$ cat src/rtl/vga_ring_pkg.sv
// Shared types and constants for the concentric-pattern VGA engine.
// Imported by the engine top and its centre-bounce sub-module.
package vga_ring_pkg;

    // Pattern metric selected per frame
    typedef enum logic [1:0] {
        MODE_RINGS   = 2'd0,
        MODE_DIAMOND = 2'd1,
        MODE_SQUARE  = 2'd2,
        MODE_XOR     = 2'd3
    } mode_e;

    // Mode-control FSM states
    typedef enum logic {
        ST_MANUAL = 1'b0,
        ST_AUTO   = 1'b1
    } state_e;

    // Cycles from hpos/vpos input to registered colour output
    localparam int PIPE_LAT = 2;

endpackage

$ cat src/rtl/vga_ring_engine_if.sv
// Video stream interface between the hvsync generator (master) and the
// ring engine (slave): timing in, colour plus delayed syncs out.
interface vga_ring_engine_if #(
    parameter int COLOR_BITS = 2
);
    logic [9:0]            hpos;
    logic [9:0]            vpos;
    logic                  display_on;
    logic                  hsync_in;
    logic                  vsync_in;
    logic [COLOR_BITS-1:0] r;
    logic [COLOR_BITS-1:0] g;
    logic [COLOR_BITS-1:0] b;
    logic                  hsync_out;
    logic                  vsync_out;
    logic                  frame_tick;

    modport master (
        output hpos, vpos, display_on, hsync_in, vsync_in,
        input  r, g, b, hsync_out, vsync_out, frame_tick
    );

    modport slave (
        input  hpos, vpos, display_on, hsync_in, vsync_in,
        output r, g, b, hsync_out, vsync_out, frame_tick
    );
endinterface

$ cat src/rtl/vga_ring_center.sv
// Bouncing ring centre: moves BOUNCE_STEP pixels per axis on each step,
// clamping at MARGIN from every edge and reversing direction there.
// Exposes the next-state centre so a frame-start pixel already sees the
// position that holds for the rest of that frame.
module vga_ring_center #(
    parameter int H_ACTIVE    = 640,
    parameter int V_ACTIVE    = 480,
    parameter int MARGIN      = 64,
    parameter int BOUNCE_STEP = 1
) (
    input  logic       clk,
    input  logic       rst_n,
    input  logic       step_i,
    output logic [9:0] cx_nxt_o,
    output logic [9:0] cy_nxt_o
);
    localparam logic signed [11:0] STEP = 12'(BOUNCE_STEP);
    localparam logic signed [11:0] X_LO = 12'(MARGIN);
    localparam logic signed [11:0] X_HI = 12'(H_ACTIVE - MARGIN);
    localparam logic signed [11:0] Y_LO = 12'(MARGIN);
    localparam logic signed [11:0] Y_HI = 12'(V_ACTIVE - MARGIN);

    logic [9:0] cx_q, cy_q, cx_d, cy_d;
    logic       vx_neg_q, vy_neg_q, vx_neg_d, vy_neg_d;

    // One axis of motion: returns {negative_velocity, position}
    function automatic logic [10:0] bounce_axis(
        input logic [9:0]         pos,
        input logic               neg,
        input logic signed [11:0] lo,
        input logic signed [11:0] hi
    );
        logic signed [11:0] sum;
        sum = neg ? ($signed({2'b00, pos}) - STEP) : ($signed({2'b00, pos}) + STEP);
        if (sum >= hi)      return {~neg, 10'(hi)};
        else if (sum <= lo) return {~neg, 10'(lo)};
        else                return {neg, 10'(sum)};
    endfunction

    // Next centre: move on a step, otherwise hold position and heading
    always_comb begin
        // NOTE: every output gets a default first so no path leaves a latch.
        {vx_neg_d, cx_d} = {vx_neg_q, cx_q};
        {vy_neg_d, cy_d} = {vy_neg_q, cy_q};
        if (step_i) begin
            {vx_neg_d, cx_d} = bounce_axis(cx_q, vx_neg_q, X_LO, X_HI);
            {vy_neg_d, cy_d} = bounce_axis(cy_q, vy_neg_q, Y_LO, Y_HI);
        end
    end

    // Centre and velocity registers; reset to screen middle, moving +x/+y
    always_ff @(posedge clk or negedge rst_n) begin
        if (!rst_n) begin
            cx_q     <= 10'(H_ACTIVE / 2);
            cy_q     <= 10'(V_ACTIVE / 2);
            vx_neg_q <= 1'b0;
            vy_neg_q <= 1'b0;
        end else begin
            cx_q     <= cx_d;
            cy_q     <= cy_d;
            vx_neg_q <= vx_neg_d;
            vy_neg_q <= vy_neg_d;
        end
    end

    assign cx_nxt_o = cx_d;
    assign cy_nxt_o = cy_d;

endmodule

$ cat src/rtl/vga_ring_engine.sv
// Animated concentric-pattern pixel generator (RGB222 by default).
// Sits between the hvsync generator and the pin mapping; colour and syncs
// leave together PIPE_LAT cycles after hpos/vpos arrive. Frame-rate
// controls are sampled at hpos==0 && vpos==0 so a frame never tears.
// Optional build macro VGA_RING_DITHER_EN adds a 2x2 ordered dither.
module vga_ring_engine
    import vga_ring_pkg::*;
#(
    parameter int H_ACTIVE     = 640,
    parameter int V_ACTIVE     = 480,
    parameter int COLOR_BITS   = 2,
    parameter int CYCLE_FRAMES = 256,
    parameter int MARGIN       = 64,
    parameter int BOUNCE_STEP  = 1
) (
    input  logic                    clk,
    input  logic                    rst_n,
    vga_ring_engine_if.slave        vid,
    input  logic [2:0]              speed,
    input  logic                    direction,
    input  logic [1:0]              mode_sel,
    input  logic                    auto_cycle,
    input  logic                    bounce_en
);
    localparam int CNT_W = (CYCLE_FRAMES > 2) ? $clog2(CYCLE_FRAMES) : 1;
    localparam logic [CNT_W-1:0] CNT_LAST = CNT_W'(CYCLE_FRAMES - 1);

    logic frame_start;
    assign frame_start = (vid.hpos == 10'd0) && (vid.vpos == 10'd0);

    // ---------------- frame-rate state ----------------
    logic [9:0]       cx_d, cy_d;
    logic [9:0]       phase_q, phase_d;
    logic             frame_tick_q;
    state_e           state_q;
    mode_e            mode_q;
    logic [CNT_W-1:0] cnt_q;

    vga_ring_center #(
        .H_ACTIVE    (H_ACTIVE),
        .V_ACTIVE    (V_ACTIVE),
        .MARGIN      (MARGIN),
        .BOUNCE_STEP (BOUNCE_STEP)
    ) u_center (
        .clk      (clk),
        .rst_n    (rst_n),
        .step_i   (frame_start && bounce_en),
        .cx_nxt_o (cx_d),
        .cy_nxt_o (cy_d)
    );

    // Phase advances by +/-speed once per frame, wrapping naturally
    always_comb begin
        phase_d = phase_q;
        if (frame_start)
            phase_d = direction ? (phase_q - {7'd0, speed}) : (phase_q + {7'd0, speed});
    end

    // Phase and frame-start pulse registers
    always_ff @(posedge clk or negedge rst_n) begin
        if (!rst_n) begin
            phase_q      <= '0;
            frame_tick_q <= 1'b0;
        end else begin
            // NOTE: state registers use non-blocking assignment so every
            // always_ff samples the pre-edge values of the others.
            phase_q      <= phase_d;
            frame_tick_q <= frame_start;
        end
    end

    // Mode FSM: manual follows mode_sel, auto steps every CYCLE_FRAMES frames
    always_ff @(posedge clk or negedge rst_n) begin
        if (!rst_n) begin
            state_q <= ST_MANUAL;
            mode_q  <= MODE_RINGS;
            cnt_q   <= '0;
        end else if (frame_start) begin
            case (state_q)
                ST_MANUAL: begin
                    mode_q <= mode_e'(mode_sel);
                    cnt_q  <= '0;
                    if (auto_cycle) state_q <= ST_AUTO;
                end
                ST_AUTO: begin
                    if (!auto_cycle) begin
                        state_q <= ST_MANUAL;
                        mode_q  <= mode_e'(mode_sel);
                        cnt_q   <= '0;
                    end else if (cnt_q == CNT_LAST) begin
                        mode_q <= mode_e'(mode_q + 2'd1);
                        cnt_q  <= '0;
                    end else begin
                        cnt_q <= cnt_q + 1'b1;
                    end
                end
                default: state_q <= ST_MANUAL;
            endcase
        end
    end

    // ---------------- pixel pipeline ----------------
    logic [PIPE_LAT-1:0] hs_q, vs_q, de_q;

    // Sync and display-enable delay line matching the colour latency
    always_ff @(posedge clk or negedge rst_n) begin
        if (!rst_n) begin
            hs_q <= '1;
            vs_q <= '1;
            de_q <= '0;
        end else begin
            hs_q <= {hs_q[PIPE_LAT-2:0], vid.hsync_in};
            vs_q <= {vs_q[PIPE_LAT-2:0], vid.vsync_in};
            de_q <= {de_q[PIPE_LAT-2:0], vid.display_on};
        end
    end

    // Stage 1: signed offsets from the centre and their magnitudes
    logic signed [10:0] dx, dy;
    logic [9:0]         adx, ady;
    logic [9:0]         adx_q, ady_q, axy_q;
    assign dx  = $signed({1'b0, vid.hpos}) - $signed({1'b0, cx_d});
    assign dy  = $signed({1'b0, vid.vpos}) - $signed({1'b0, cy_d});
    assign adx = dx[10] ? 10'(-dx) : dx[9:0];
    assign ady = dy[10] ? 10'(-dy) : dy[9:0];

`ifdef VGA_RING_DITHER_EN
    logic h0_q, v0_q;
`endif

    // Stage-1 registers
    always_ff @(posedge clk or negedge rst_n) begin
        if (!rst_n) begin
            adx_q <= '0;
            ady_q <= '0;
            axy_q <= '0;
`ifdef VGA_RING_DITHER_EN
            h0_q  <= 1'b0;
            v0_q  <= 1'b0;
`endif
        end else begin
            adx_q <= adx;
            ady_q <= ady;
            axy_q <= adx ^ ady;
`ifdef VGA_RING_DITHER_EN
            h0_q  <= vid.hpos[0];
            v0_q  <= vid.vpos[0];
`endif
        end
    end

    // Stage 2: metric, saturation, phase offset (and optional dither)
    logic [9:0]  mx, mn, d;
    logic [10:0] dsum;
    logic [7:0]  a, a_out;
`ifdef VGA_RING_DITHER_EN
    logic [8:0]  a_dith;
`endif
    always_comb begin
        mx = (adx_q > ady_q) ? adx_q : ady_q;
        mn = (adx_q > ady_q) ? ady_q : adx_q;
        case (mode_q)
            MODE_RINGS:   dsum = {1'b0, mx} + {2'b00, mn[9:1]};
            MODE_DIAMOND: dsum = {1'b0, adx_q} + {1'b0, ady_q};
            MODE_SQUARE:  dsum = {1'b0, mx};
            default:      dsum = {1'b0, axy_q};
        endcase
        d = dsum[10] ? 10'h3FF : dsum[9:0];
        a = d[7:0] + phase_q[7:0];
`ifdef VGA_RING_DITHER_EN
        a_dith = {1'b0, a} + {5'd0, h0_q ^ v0_q, v0_q, 2'b00};
        a_out  = a_dith[8] ? 8'hFF : a_dith[7:0];
`else
        a_out  = a;
`endif
    end

    // Low bits that the colour slices never look at
    logic unused_bits;
    assign unused_bits = ^{mn[0], d[9:8], phase_q[9:8], a_out[3:0]};

    logic [COLOR_BITS-1:0] r_q, g_q, b_q;

    // Colour registers, blanked outside active video
    always_ff @(posedge clk or negedge rst_n) begin
        if (!rst_n) begin
            r_q <= '0;
            g_q <= '0;
            b_q <= '0;
        end else if (de_q[PIPE_LAT-2]) begin
            r_q <= a_out[5 -: COLOR_BITS];
            g_q <= a_out[6 -: COLOR_BITS];
            b_q <= a_out[7 -: COLOR_BITS];
        end else begin
            r_q <= '0;
            g_q <= '0;
            b_q <= '0;
        end
    end

    assign vid.r          = r_q;
    assign vid.g          = g_q;
    assign vid.b          = b_q;
    assign vid.hsync_out  = hs_q[PIPE_LAT-1];
    assign vid.vsync_out  = vs_q[PIPE_LAT-1];
    assign vid.frame_tick = frame_tick_q;

endmodule

$ cat src/flat_wrapper.sv
// flat-port wrapper written by rule: the top's interface ports become plain ports
module vga_ring_engine_flat import vga_ring_pkg::*;
#(
    parameter int H_ACTIVE     = 640,
    parameter int V_ACTIVE     = 480,
    parameter int COLOR_BITS   = 2,
    parameter int CYCLE_FRAMES = 256,
    parameter int MARGIN       = 64,
    parameter int BOUNCE_STEP  = 1
)
  (clk, rst_n, speed, direction, mode_sel, auto_cycle, bounce_en, vid_hpos, vid_vpos, vid_display_on, vid_hsync_in, vid_vsync_in, vid_r, vid_g, vid_b, vid_hsync_out, vid_vsync_out, vid_frame_tick);
  vga_ring_engine_if #(.COLOR_BITS(COLOR_BITS)) vid_i ();
  input  logic clk;
  input  logic rst_n;
  input  logic [2:0] speed;
  input  logic direction;
  input  logic [1:0] mode_sel;
  input  logic auto_cycle;
  input  logic bounce_en;
  input wire logic [$bits(vid_i.hpos)-1:0] vid_hpos;
  input wire logic [$bits(vid_i.vpos)-1:0] vid_vpos;
  input wire logic [$bits(vid_i.display_on)-1:0] vid_display_on;
  input wire logic [$bits(vid_i.hsync_in)-1:0] vid_hsync_in;
  input wire logic [$bits(vid_i.vsync_in)-1:0] vid_vsync_in;
  output wire logic [$bits(vid_i.r)-1:0] vid_r;
  output wire logic [$bits(vid_i.g)-1:0] vid_g;
  output wire logic [$bits(vid_i.b)-1:0] vid_b;
  output wire logic [$bits(vid_i.hsync_out)-1:0] vid_hsync_out;
  output wire logic [$bits(vid_i.vsync_out)-1:0] vid_vsync_out;
  output wire logic [$bits(vid_i.frame_tick)-1:0] vid_frame_tick;
  assign vid_i.hpos = vid_hpos;
  assign vid_i.vpos = vid_vpos;
  assign vid_i.display_on = vid_display_on;
  assign vid_i.hsync_in = vid_hsync_in;
  assign vid_i.vsync_in = vid_vsync_in;
  assign vid_r = vid_i.r;
  assign vid_g = vid_i.g;
  assign vid_b = vid_i.b;
  assign vid_hsync_out = vid_i.hsync_out;
  assign vid_vsync_out = vid_i.vsync_out;
  assign vid_frame_tick = vid_i.frame_tick;
  vga_ring_engine #(.H_ACTIVE(H_ACTIVE), .V_ACTIVE(V_ACTIVE), .COLOR_BITS(COLOR_BITS), .CYCLE_FRAMES(CYCLE_FRAMES), .MARGIN(MARGIN), .BOUNCE_STEP(BOUNCE_STEP)) u_core (.clk(clk), .rst_n(rst_n), .vid(vid_i), .speed(speed), .direction(direction), .mode_sel(mode_sel), .auto_cycle(auto_cycle), .bounce_en(bounce_en));
endmodule
$ cat config.mk
export PLATFORM = sky130hd
export DESIGN_NAME = vga_ring_engine_flat
export DESIGN_NICKNAME = d
export VERILOG_FILES = /design/src/rtl/vga_ring_pkg.sv /design/src/rtl/vga_ring_engine_if.sv /design/src/rtl/vga_ring_center.sv /design/src/rtl/vga_ring_engine.sv /design/src/flat_wrapper.sv
export SDC_FILE = /design/constraint.sdc
export NUM_CORES = 1
export LEC_CHECK = 0
export ABC_CLOCK_PERIOD_IN_PS = 5300
export CAP_MARGIN = 20
export CORE_MARGIN = 3
export CORE_UTILIZATION = 36
export DETAILED_ROUTE_END_ITERATION = 10
export PLACE_DENSITY_LB_ADDON = 0.05
export RECOVER_POWER = 25
export SYNTH_ARGS = -nofsm -noshare
export SYNTH_HDL_FRONTEND = slang
export SYNTH_HIERARCHICAL = 1
export SYNTH_SLANG_ARGS = --single-unit
$ cat constraint.sdc
create_clock -name clk -period 5.3 [get_ports clk]
set_input_delay 0.53 -clock clk [delete_from_list [all_inputs] [get_ports clk]]
set_output_delay 0.53 -clock clk [all_outputs]
set_load 0.02 [all_outputs]
==> flow_summary.ini, run 1 <==
[routing]
wire_per_inst_um = 15.51
via_per_inst = 5.100
routed-via-count = 5666
dr_wl_met3_um = 440
first_pass_iters = 5
drt-total-wl_um = 17230
drt_iter0_drc = 197
wl_met2_um = 8621
drtAntennaViolNets = 0
highest_layer = met4
post-route-drc-count = 0
m1WireLength_um = 7958

[floorplanning]
ioPinCount = 42
start_util_pct = 37.31
rows = 49
core_area_mm2 = 0.01833
die_y_um = 143.8
dieWidth_um = 143.8
dieArea_mm2 = 0.02069

[min_path]
worstHoldPathType = reg2reg

[finish]
synthToLayoutAreaGrowth_pct = 25.34
final_common_cell = buf_4
final_area_mm2 = 0.008572
final_layout_size_suffix_gt1_share_pct = 20.52
mostFrequentLayoutCells = buf_4 (87), inv_1 (74), ha_1 (71)
num_antenna_cells = 0
fillers = 1784
utilization_pct = 46.76
layout.nets = 990
stdcell_count = 1111

[global_routing]
grt_usage_pct = 17.24
grt_pass1_vias = 5720
antenna_found_initial = 0
grt_max_degree = 72
overflow = 0
grt_pass1_wl_um = 28430

[critical_path]
crit_type = reg2reg
required_ns = 5.53
path_max_fanout = 5
cp.arrival_ns = 5.30
crit_path_end_kind = register
crit_path_start_kind = register

[synthesis]
syn_nets = 870
seq_area_frac_synth_pct = 29.09
syn_inst = 757
synth_edf_count = 0
synth_top_cell_by_area = dfrtp_1
syn_avg_cell_area_um2 = 9.034
yosys-top-cells-area = dfrtp_1 (25%), ha_1 (14%), xnor2_1 (5.6%)
ys.flop_type = dfrtp_1
synth_area_mm2 = 0.006839
yosysWarnings = 6
ys_ff_latch = 79
yosysUniqueCellTypes = 89
synth_top_cell_area_share_pct = 25.25
async_flop_share_pct = 100.0

[sta]
worst_pin_slew_ns = 1.822
hold-worst-slack_ns = 0.3564
finalMaxSlewViolations = 72
slew_headroom_pct = -21.49
final.setup.worst_slack_ns = 0.2341
finalSetupViolCount = 0
fin_setup_tns_ns = 0
hold_violations = 0
timing.final.crit_share_pct = 95.58
min_period_ns = 5.066
fmax_ghz = 0.1974
skew_ns = 0.01265

[place]
dp_hpwl_um = 13840
io_buffer_count = 41
globalplace.congestion = 0.8552
pre_cts_ws_ns = -0.3906
dpl_cell_area_mm2 = 0.008055
dpl.cell_count = 1090

[power_and_ir_drop]
p_leak_nw = 3.956
power_mw = 2.635
peakVddDrop_v = 0.0001725
power_density_mw_per_mm2 = 307.4

[run]
cap_viol_max_count = 1

[clock_network]
clockBufferDepth = 2
ctsRootBufferMaster = clkbuf_16
path_clk_slew_ns = 0.07
h-tree-depth = 3
cts_buffers = 9
clock_sinks = 79
clk_latency_ns = 0.34
cts_tree = built

[outcome]
violations = max-capacitance violations, max-slew violations
status = finished, violations left
==> cells in the mapped netlist (all sizes together), types with 6 or more instances <==
library cell  instances
ha                   75
inv                  74
dfrtp                69
nand2                57
a21oi                48
o21ai                48
xnor2                44
xor2                 34
nor2                 30
a21o                 19
nor2b                18
nor3                 16
mux2                 14
nand3                12
clkbuf               11
mux2i                11
and3                 10
buf                  10
dfstp                10
or3                  10
and2                  9
a31oi                 8
nor4                  8
o21bai                8
o31ai                 8
nand2b                7
or2                   6
==> state kept, by name, indices dropped and copies added, names as in the netlist <==
| register | count |
|---|---|
| u_core/adx_q | 10 |
| u_core/ady_q | 10 |
| u_core/axy_q | 8 |
| u_core/cnt_q | 8 |
| u_core/de_q | 1 |
| u_core/hs_q | 2 |
| u_core/mode_q | 2 |
| u_core/phase_q | 8 |
| u_core/state_q | 1 |
| u_core/u_center/cx_q | 10 |
| u_core/u_center/cy_q | 10 |
| u_core/u_center/vx_neg_q | 1 |
| u_core/u_center/vy_neg_q | 1 |
| u_core/vid.b | 2 |
| u_core/vid.frame_tick | 1 |
| u_core/vid.g | 1 |
| u_core/vid.r | 1 |
| u_core/vs_q | 2 |
==> timing repair <==
item	4_1_cts	5_1_grt
pin swaps	0	9
resized for setup	4	33
hold buffers	0	1
setup endpoints to repair	7	27
buffers inserted	0	4
endpoints found under the hold margin	0	1
==> per-layer routing <==
metal	vias to the layer above	global-route usage, %
li1	2922	-
met3	14	3.295
met5	-	0
met1	2662	22.39
met2	68	29.40
met4	0	4.609
==> power by group <==
part / internal [mW] / leakage [nW] / switching (mW) / total, mW
clock network: 0.372 / 0.148 / 0.272 / 0.644
logic: 0.639 / 2.85 / 0.653 / 1.29
registers: 0.667 / 0.961 / 0.0323 / 0.699
==> cell families after synthesis <==
kind of cell               Yosys count  synth area share [%]
AOI/OAI and AO/OA                  192                 19.34
buffers and inverters               97                 5.818
and+or+nand+nor                    205                 16.23
adders and majority gates           81                 15.33
xor gates and xnor gates            78                 9.989
DFF                                 79                 29.09
muxes                               25                 4.208
==> area by class of cell <==
type / instances / area [um2] / share of cell area (%)
inverter: 75 / 281.5 / 3.284
clock buffer: 9 / 225.2 / 2.627
multi-input combinational: 581 / 4623 / 53.93
clock inverter: 7 / 80.08 / 0.9342
timing repair buffer: 131 / 1084 / 12.64
tap: 229 / 286.5 / 3.343
sequential: 79 / 1992 / 23.24
==> critical path, stage by stage (launching register included) <==
cell and delay, ns:
dfrtp_1 0.39, ha_1 0.35, a211oi_2 0.19, nor2_1 0.07, o41a_1 0.49, buf_4 0.19, nand2_1 0.06, o21ai_0 0.10
ha_2 0.22, fa_2 0.35, a211oi_2 0.22, o21bai_1 0.11, a21oi_2 0.15, nor2b_1 0.07, o221ai_2 0.18, o22a_1 0.19
a32oi_1 0.11, ha_1 0.31, a21o_1 0.20, a21o_1 0.21, o41ai_4 0.38, o21ai_2 0.12, xor2_1 0.14, and2_1 0.16
==> final timing paths <==
path,startpoint,endpoint,slack [ns],cells after the start
max,u_core/adx_q[7]$_DFF_PN0_,u_core/vid.b[1]$_DFF_PN0_,0.23,23
max in group asynchronous,rst_n,u_core/u_center/vx_neg_q$_DFFE_PN0P_,2.31,3
max reg2reg,u_core/adx_q[7]$_DFF_PN0_,u_core/vid.b[1]$_DFF_PN0_,0.23,23
min reg2reg,u_core/vs_q[0]$_DFF_PN1_,u_core/vs_q[1]$_DFF_PN1_,0.36,0
min,u_core/vs_q[0]$_DFF_PN1_,u_core/vs_q[1]$_DFF_PN1_,0.36,0
min in group asynchronous,rst_n,u_core/vid.g[0]$_DFF_PN0_,0.69,2
Power figures use the tool's default switching activity.
==> run 2, diff against run 1 <==
Settings changed: ABC_AREA set to 1, CORE_MARGIN 3 to 5, GPL_TIMING_DRIVEN set to 0.
==> flow_summary.ini, run 2 <==
[outcome]
status = finished, violations left
violations = max-capacitance violations, max-slew violations

[global_routing]
antenna_found_initial = 0
grt_pass1_vias = 6799
overflow = 0
grt_pass1_wl_um = 34040
grt_usage_pct = 17.15
grt_max_degree = 51

[finish]
layout.nets = 1285
num_antenna_cells = 0
fillers = 2278
regArea_mm2 = 0.001989
final_common_cell = nand2_1
final_area_mm2 = 0.008802
final_layout_size_suffix_gt1_share_pct = 11.21
multi_input_area_mm2 = 0.005040
synthToLayoutAreaGrowth_pct = 13.80
mostFrequentLayoutCells = nand2_1 (286), inv_1 (150), nor2_1 (98)

[sta]
hold_violations = 0
timing.final.crit_share_pct = 92.96
skew_ns = 0.01426
finalSetupViolCount = 0
finalMaxSlewViolations = 82
min_period_ns = 4.927
worst_pin_slew_ns = 2.597
final.setup.worst_slack_ns = 0.3733
slew_headroom_pct = -73.12
fmax_ghz = 0.2030
rsz0062_at_grt = no

[power_and_ir_drop]
p_sw_share_pct = 37.85
clkPwrFrac_pct = 28.1
power_switching_mw = 0.7923
power_density_mw_per_mm2 = 237.8
peakVddDrop_v = 0.0001417
combPwrFrac_pct = 39.4
p_leak_nw = 4.529
seqPwrFrac_pct = 32.4
intPower_mw = 1.301

[synthesis]
yosysUniqueCellTypes = 53
syn_inst = 1120
yosysWarnings = 6
synthXorXnorAreaFrac_pct = 4.820
yosys-top-cells-area = dfrtp_1 (22%), nand2_1 (14%), ha_1 (12%)
async_flop_share_pct = 100.0
synth_area_mm2 = 0.007735
syn_avg_cell_area_um2 = 6.906
synth_edf_count = 0
ys_top_cells_by_count = nand2_1 (286), inv_1 (150), nor2_1 (100)
synth_compound_area_share_pct = 11.89
synth_top_family_by_area = simple AND/OR/NAND/NOR gates
syn_nets = 1233
ys_ff_latch = 79
synth.area.mux_share_pct = 0
yosys.area_share.simple_pct = 34.57
ys.flop_type = dfrtp_1
synth_top_cell_by_area = dfrtp_1
synth_top_cell_area_share_pct = 22.32
seq_area_frac_synth_pct = 25.72
synth-adder-area-share_pct = 13.43
yosys.cell_count.top_type = nand2_1

[critical_path]
reg2reg_to = u_core/vid.b[1]$_DFF_PN0_
crit_type = reg2reg
critPathMaxStageDelay_ns = 0.44
path_max_fanout = 10
slowest_stage = dfrtp_1
r2r-start = u_core/adx_q[6]$_DFF_PN0_
crit_path_end_kind = register
crit_path_start_kind = register
required_ns = 5.53
ff2ff_path_depth = 29
regToRegSetupSlack_ns = 0.37
cp.arrival_ns = 5.16
cpMostUsedCell = nand2_1

[floorplanning]
core_area_mm2 = 0.02109
start_util_pct = 36.68
ioPinCount = 42
rows = 53
dieArea_mm2 = 0.02452
dieWidth_um = 156.6
die_y_um = 156.6

[run]
cap_viol_max_count = 2

[routing]
first_pass_iters = 5
drtAntennaViolNets = 0
drt_iter0_drc = 306
via_per_inst = 4.853
drt-total-wl_um = 20300
post-route-drc-count = 0
wire_per_inst_um = 13.98
routed-via-count = 7047

[clock_network]
cts_buffers = 9
ctsRootBufferMaster = clkbuf_16
postCtsHoldBufs = 0
cts_tree = built
clk_latency_ns = 0.34
clockBufferDepth = 2
clock_sinks = 79
postCtsSetupBuffers = 0
h-tree-depth = 3
path_clk_slew_ns = 0.06

[place]
globalplace.congestion = 0.8654
pre_cts_ws_ns = -0.7026
dp_hpwl_um = 16840
io_buffer_count = 41
dpl_cell_area_mm2 = 0.008514

[min_path]
hp-start = u_core/hs_q[0]$_DFF_PN1_
worstHoldPathType = reg2reg
hold_depth = 0
whs_endpoint = u_core/hs_q[1]$_DFF_PN1_
run 2: cell count changes after synthesis, moves of 11 or more:
| cell | before | now |
|---|---|---|
| nand4_1 | 3 | 14 |
| nand3_1 | 12 | 90 |
| inv_1 | 74 | 150 |
| nor2_1 | 30 | 100 |
| nor2b_1 | 18 | 0 |
| xnor2_1 | 44 | 9 |
| nand2_2 | 0 | 21 |
| mux2_2 | 12 | 0 |
| nand2_1 | 57 | 286 |
| a21o_1 | 19 | 3 |
run 2: per-layer routing:
layer	share of wire, %	track usage (%)
met5	0	0
met3	2.3	2.489
met1	48	22.90
met4	1.3	4.050
met2	49	29.37
run 2: power by group through the flow:
stage	Sequential (mW)	Combinational, mW	Clock (mW)
global route	0.685	0.943	0.645
CTS	0.679	0.829	0.616
detailed placement	0.690	0.823	0
finish	0.679	0.826	0.589
floorplan	0.692	0.584	0
global placement	0.688	0.823	0
run 2: cells by family (layout without fill, tap and decap cells):
logic type,after synthesis,count (layout)
AND/OR/NAND/NOR,586,586
buffers and inverters,182,239
AO/OA/AOI/OAI,153,153
adder cells (fa/ha/maj),80,80
flip-flops,79,79
XOR/XNOR,40,40
run 2: layout make-up:
type / count / area share (%)
Clock buffer: 12 / 2.800
Sequential cell: 79 / 22.60
Timing Repair Buffer: 42 / 4.634
Buffer: 19 / 1.521
Multi-Input combinational cell: 859 / 57.26
Tap cell: 275 / 3.909
Clock inverter: 4 / 0.3412
Inverter: 162 / 6.937
run 2: how the worst max path moves through the flow:
stage | from | to | cells past startpoint
after floorplan | u_core/adx_q[9]$_DFF_PN0_ | u_core/vid.b[0]$_DFF_PN0_ | 29
after global placement | vid_vpos[0] | u_core/axy_q[7]$_DFF_PN0_ | 23
after detailed placement | vid_vpos[0] | u_core/axy_q[7]$_DFF_PN0_ | 23
after CTS | vid_vpos[0] | u_core/axy_q[7]$_DFF_PN0_ | 22
after global routing | vid_vpos[0] | u_core/axy_q[7]$_DFF_PN0_ | 22
final | u_core/adx_q[6]$_DFF_PN0_ | u_core/vid.b[1]$_DFF_PN0_ | 29
run 2: repair_timing:
action / CTS / global route
setup endpoints to repair: 8 / 5
pin swaps: 0 / 0
resized for setup: 4 / 12
run 2: critical path: cells and delay by family (launching register included):
family	cells	cell delay, ns
simple gates	18	1.80
fa+ha+maj	4	1.46
compound gates	5	0.71
flops	1	0.44
buf+inv	2	0.39
run 2: stage by stage:
| step | instances | hold WS (ns) | util, % | total power [mW] | setup TNS (ns) |
|---|---|---|---|---|---|
| 3_5_place_dp | 1437 | 0.3468 | 40.38 | 1.513 | -6.252 |
| 4_1_cts | 1452 | 0.1599 | 41.72 | 2.124 | 0 |
| 6_report | 1452 | 0.3547 | 41.74 | 2.093 | 0 |
| 5_1_grt | 1452 | 0.3627 | 41.74 | 2.273 | 0 |
| 2_1_floorplan | 1120 | 0.2344 | - | 1.276 | 0 |
| 3_3_place_gp | 1436 | 0.3455 | 40.26 | 1.512 | -7.794 |
==> run 3, diff against run 2 <==
Settings changed: ABC_AREA 1 to not set, CORE_UTILIZATION 36 to 35.
==> flow_summary.ini, run 3 (same netlist as run 1, synthesis figures left out) <==
[min_path]
worstHoldPathType = reg2reg

[sta]
skew_ns = 0.005505
min_period_ns = 5.259
hold-worst-slack_ns = 0.3570
finalMaxSlewViolations = 59
timing.final.crit_share_pct = 99.22
fmax_ghz = 0.1902
fin_setup_tns_ns = 0
hold_violations = 0
slew_headroom_pct = -106.9
rsz0062_at_grt = yes
final.setup.worst_slack_ns = 0.04111
worst_pin_slew_ns = 3.104
finalSetupViolCount = 0

[global_routing]
overflow = 0
antenna_found_initial = 0
grt_pass1_wl_um = 29090
grt_max_degree = 59
grt_usage_pct = 16.20
grt_pass1_vias = 5867

[power_and_ir_drop]
power_mw = 2.680
power_density_mw_per_mm2 = 311.5
p_leak_nw = 3.826
peakVddDrop_v = 0.0001526

[finish]
final_common_cell = inv_1
final_area_mm2 = 0.008603
layout.nets = 962
multi_input_area_mm2 = 0.004816
final_layout_size_suffix_gt1_share_pct = 20.61
num_antenna_cells = 0
mostFrequentLayoutCells = inv_1 (68), dfrtp_1 (66), ha_1 (63)
fillers = 1892
regArea_mm2 = 0.001993
synthToLayoutAreaGrowth_pct = 25.80

[clock_network]
clockBufferDepth = 2
cts_tree = built
clk_latency_ns = 0.34
ctsRootBufferMaster = clkbuf_16
cts_buffers = 9
path_clk_slew_ns = 0.06
clock_sinks = 79
h-tree-depth = 3

[routing]
drtAntennaViolNets = 0
wire_per_inst_um = 16.03
drt_iter0_drc = 159
first_pass_iters = 5
via_per_inst = 5.126
highest_layer = met4
dr_wl_met3_um = 611
drt-total-wl_um = 17940
routed-via-count = 5736
post-route-drc-count = 0
m1WireLength_um = 8041
wl_met2_um = 8895

[critical_path]
cp.arrival_ns = 5.49
slowest_stage = o41a_1
crit_path_end_kind = register
crit_path_start_kind = register
required_ns = 5.53
cpMostUsedCell = a21o_1
path_buf_inv = 3
crit_family = compound AO/OA/AOI/OAI gates
path_max_fanout = 5
crit_type = reg2reg
critPathMaxStageDelay_ns = 0.50

[place]
globalplace.congestion = 0.8666
io_buffer_count = 41
dp_hpwl_um = 13690
dpl_cell_area_mm2 = 0.007607
pre_cts_ws_ns = -1.408

[outcome]
status = finished, violations left
violations = max-capacitance violations, max-slew violations

[floorplanning]
core_area_mm2 = 0.01933
die_y_um = 149.8
dieWidth_um = 149.8
rows = 51
ioPinCount = 42
dieArea_mm2 = 0.02244
start_util_pct = 35.37

[run]
cap_viol_max_count = 1
run 3: power breakdown:
group	internal, mW	switching [mW]	leakage (nW)
clock network	0.375	0.247	0.144
registers	0.668	0.0446	0.962
logic	0.676	0.669	2.72
total	1.72	0.961	3.83
run 3: worst paths after layout:
| path | startpoint | endpoint | slack (ns) | cells past startpoint |
|---|---|---|---|---|
| worst max register to register | u_core/adx_q[3]$_DFF_PN0_ | u_core/vid.b[1]$_DFF_PN0_ | 0.04 | 25 |
| worst min register to register | u_core/vs_q[0]$_DFF_PN1_ | u_core/vs_q[1]$_DFF_PN1_ | 0.36 | 0 |
| min in group asynchronous | rst_n | u_core/ady_q[8]$_DFF_PN0_ | 0.45 | 1 |
| worst min-delay path | u_core/vs_q[0]$_DFF_PN1_ | u_core/vs_q[1]$_DFF_PN1_ | 0.36 | 0 |
| max in group asynchronous | rst_n | u_core/adx_q[3]$_DFF_PN0_ | 1.10 | 2 |
| worst max-delay path | u_core/adx_q[3]$_DFF_PN0_ | u_core/vid.b[1]$_DFF_PN0_ | 0.04 | 25 |
run 3: stage by stage:
stage / cells / utilization (%)
2_1_floorplan: 757 / -
3_3_place_gp: 1063 / 39.22
3_5_place_dp: 1064 / 39.35
4_1_cts: 1113 / 43.40
5_1_grt: 1119 / 44.50
6_report: 1119 / 44.50
run 3: per-layer routing:
metal | vias up | GRT usage, %
met4 | 0 | 5.261
met1 | 2723 | 20.55
met2 | 111 | 27.94
met3 | 24 | 2.907
met5 | - | 0
li1 | 2878 | -
run 3: area by class of cell:
cell class | instances | area share [%]
Inverter | 75 | 3.301
Clock buffer | 10 | 2.778
Multi-Input combinational cell | 582 | 55.98
Timing Repair Buffer | 82 | 8.348
Sequential cell | 79 | 23.17
Tap cell | 265 | 3.854
Buffer | 20 | 1.876
Clock inverter | 6 | 0.6981
run 3: timing repair:
item	4_1_cts	5_1_grt
resized for setup	51	42
buffers inserted	32	8
pin swaps	23	30
setup endpoints to repair	29	29
gates cloned	1	0
hold buffers	0	0
run 3: worst reg2reg max path, stage by stage, from the launching register on:
cell and delay, ns:
dfrtp_2 0.44, ha_4 0.25, a21o_1 0.18, nand3_2 0.06, a21oi_2 0.05, o41a_1 0.50
clkbuf_16 0.19, buf_6 0.12, mux2_4 0.31, fa_2 0.42, a211oi_2 0.24, o21bai_1 0.13
a21oi_2 0.17, nor2b_1 0.07, o221ai_2 0.19, o22a_2 0.22, a32oi_2 0.13, ha_1 0.31
a21o_1 0.20, a21o_1 0.19, buf_4 0.14, a21o_1 0.18, o41ai_4 0.08, o21ai_2 0.11
xor2_1 0.15, and2_1 0.13
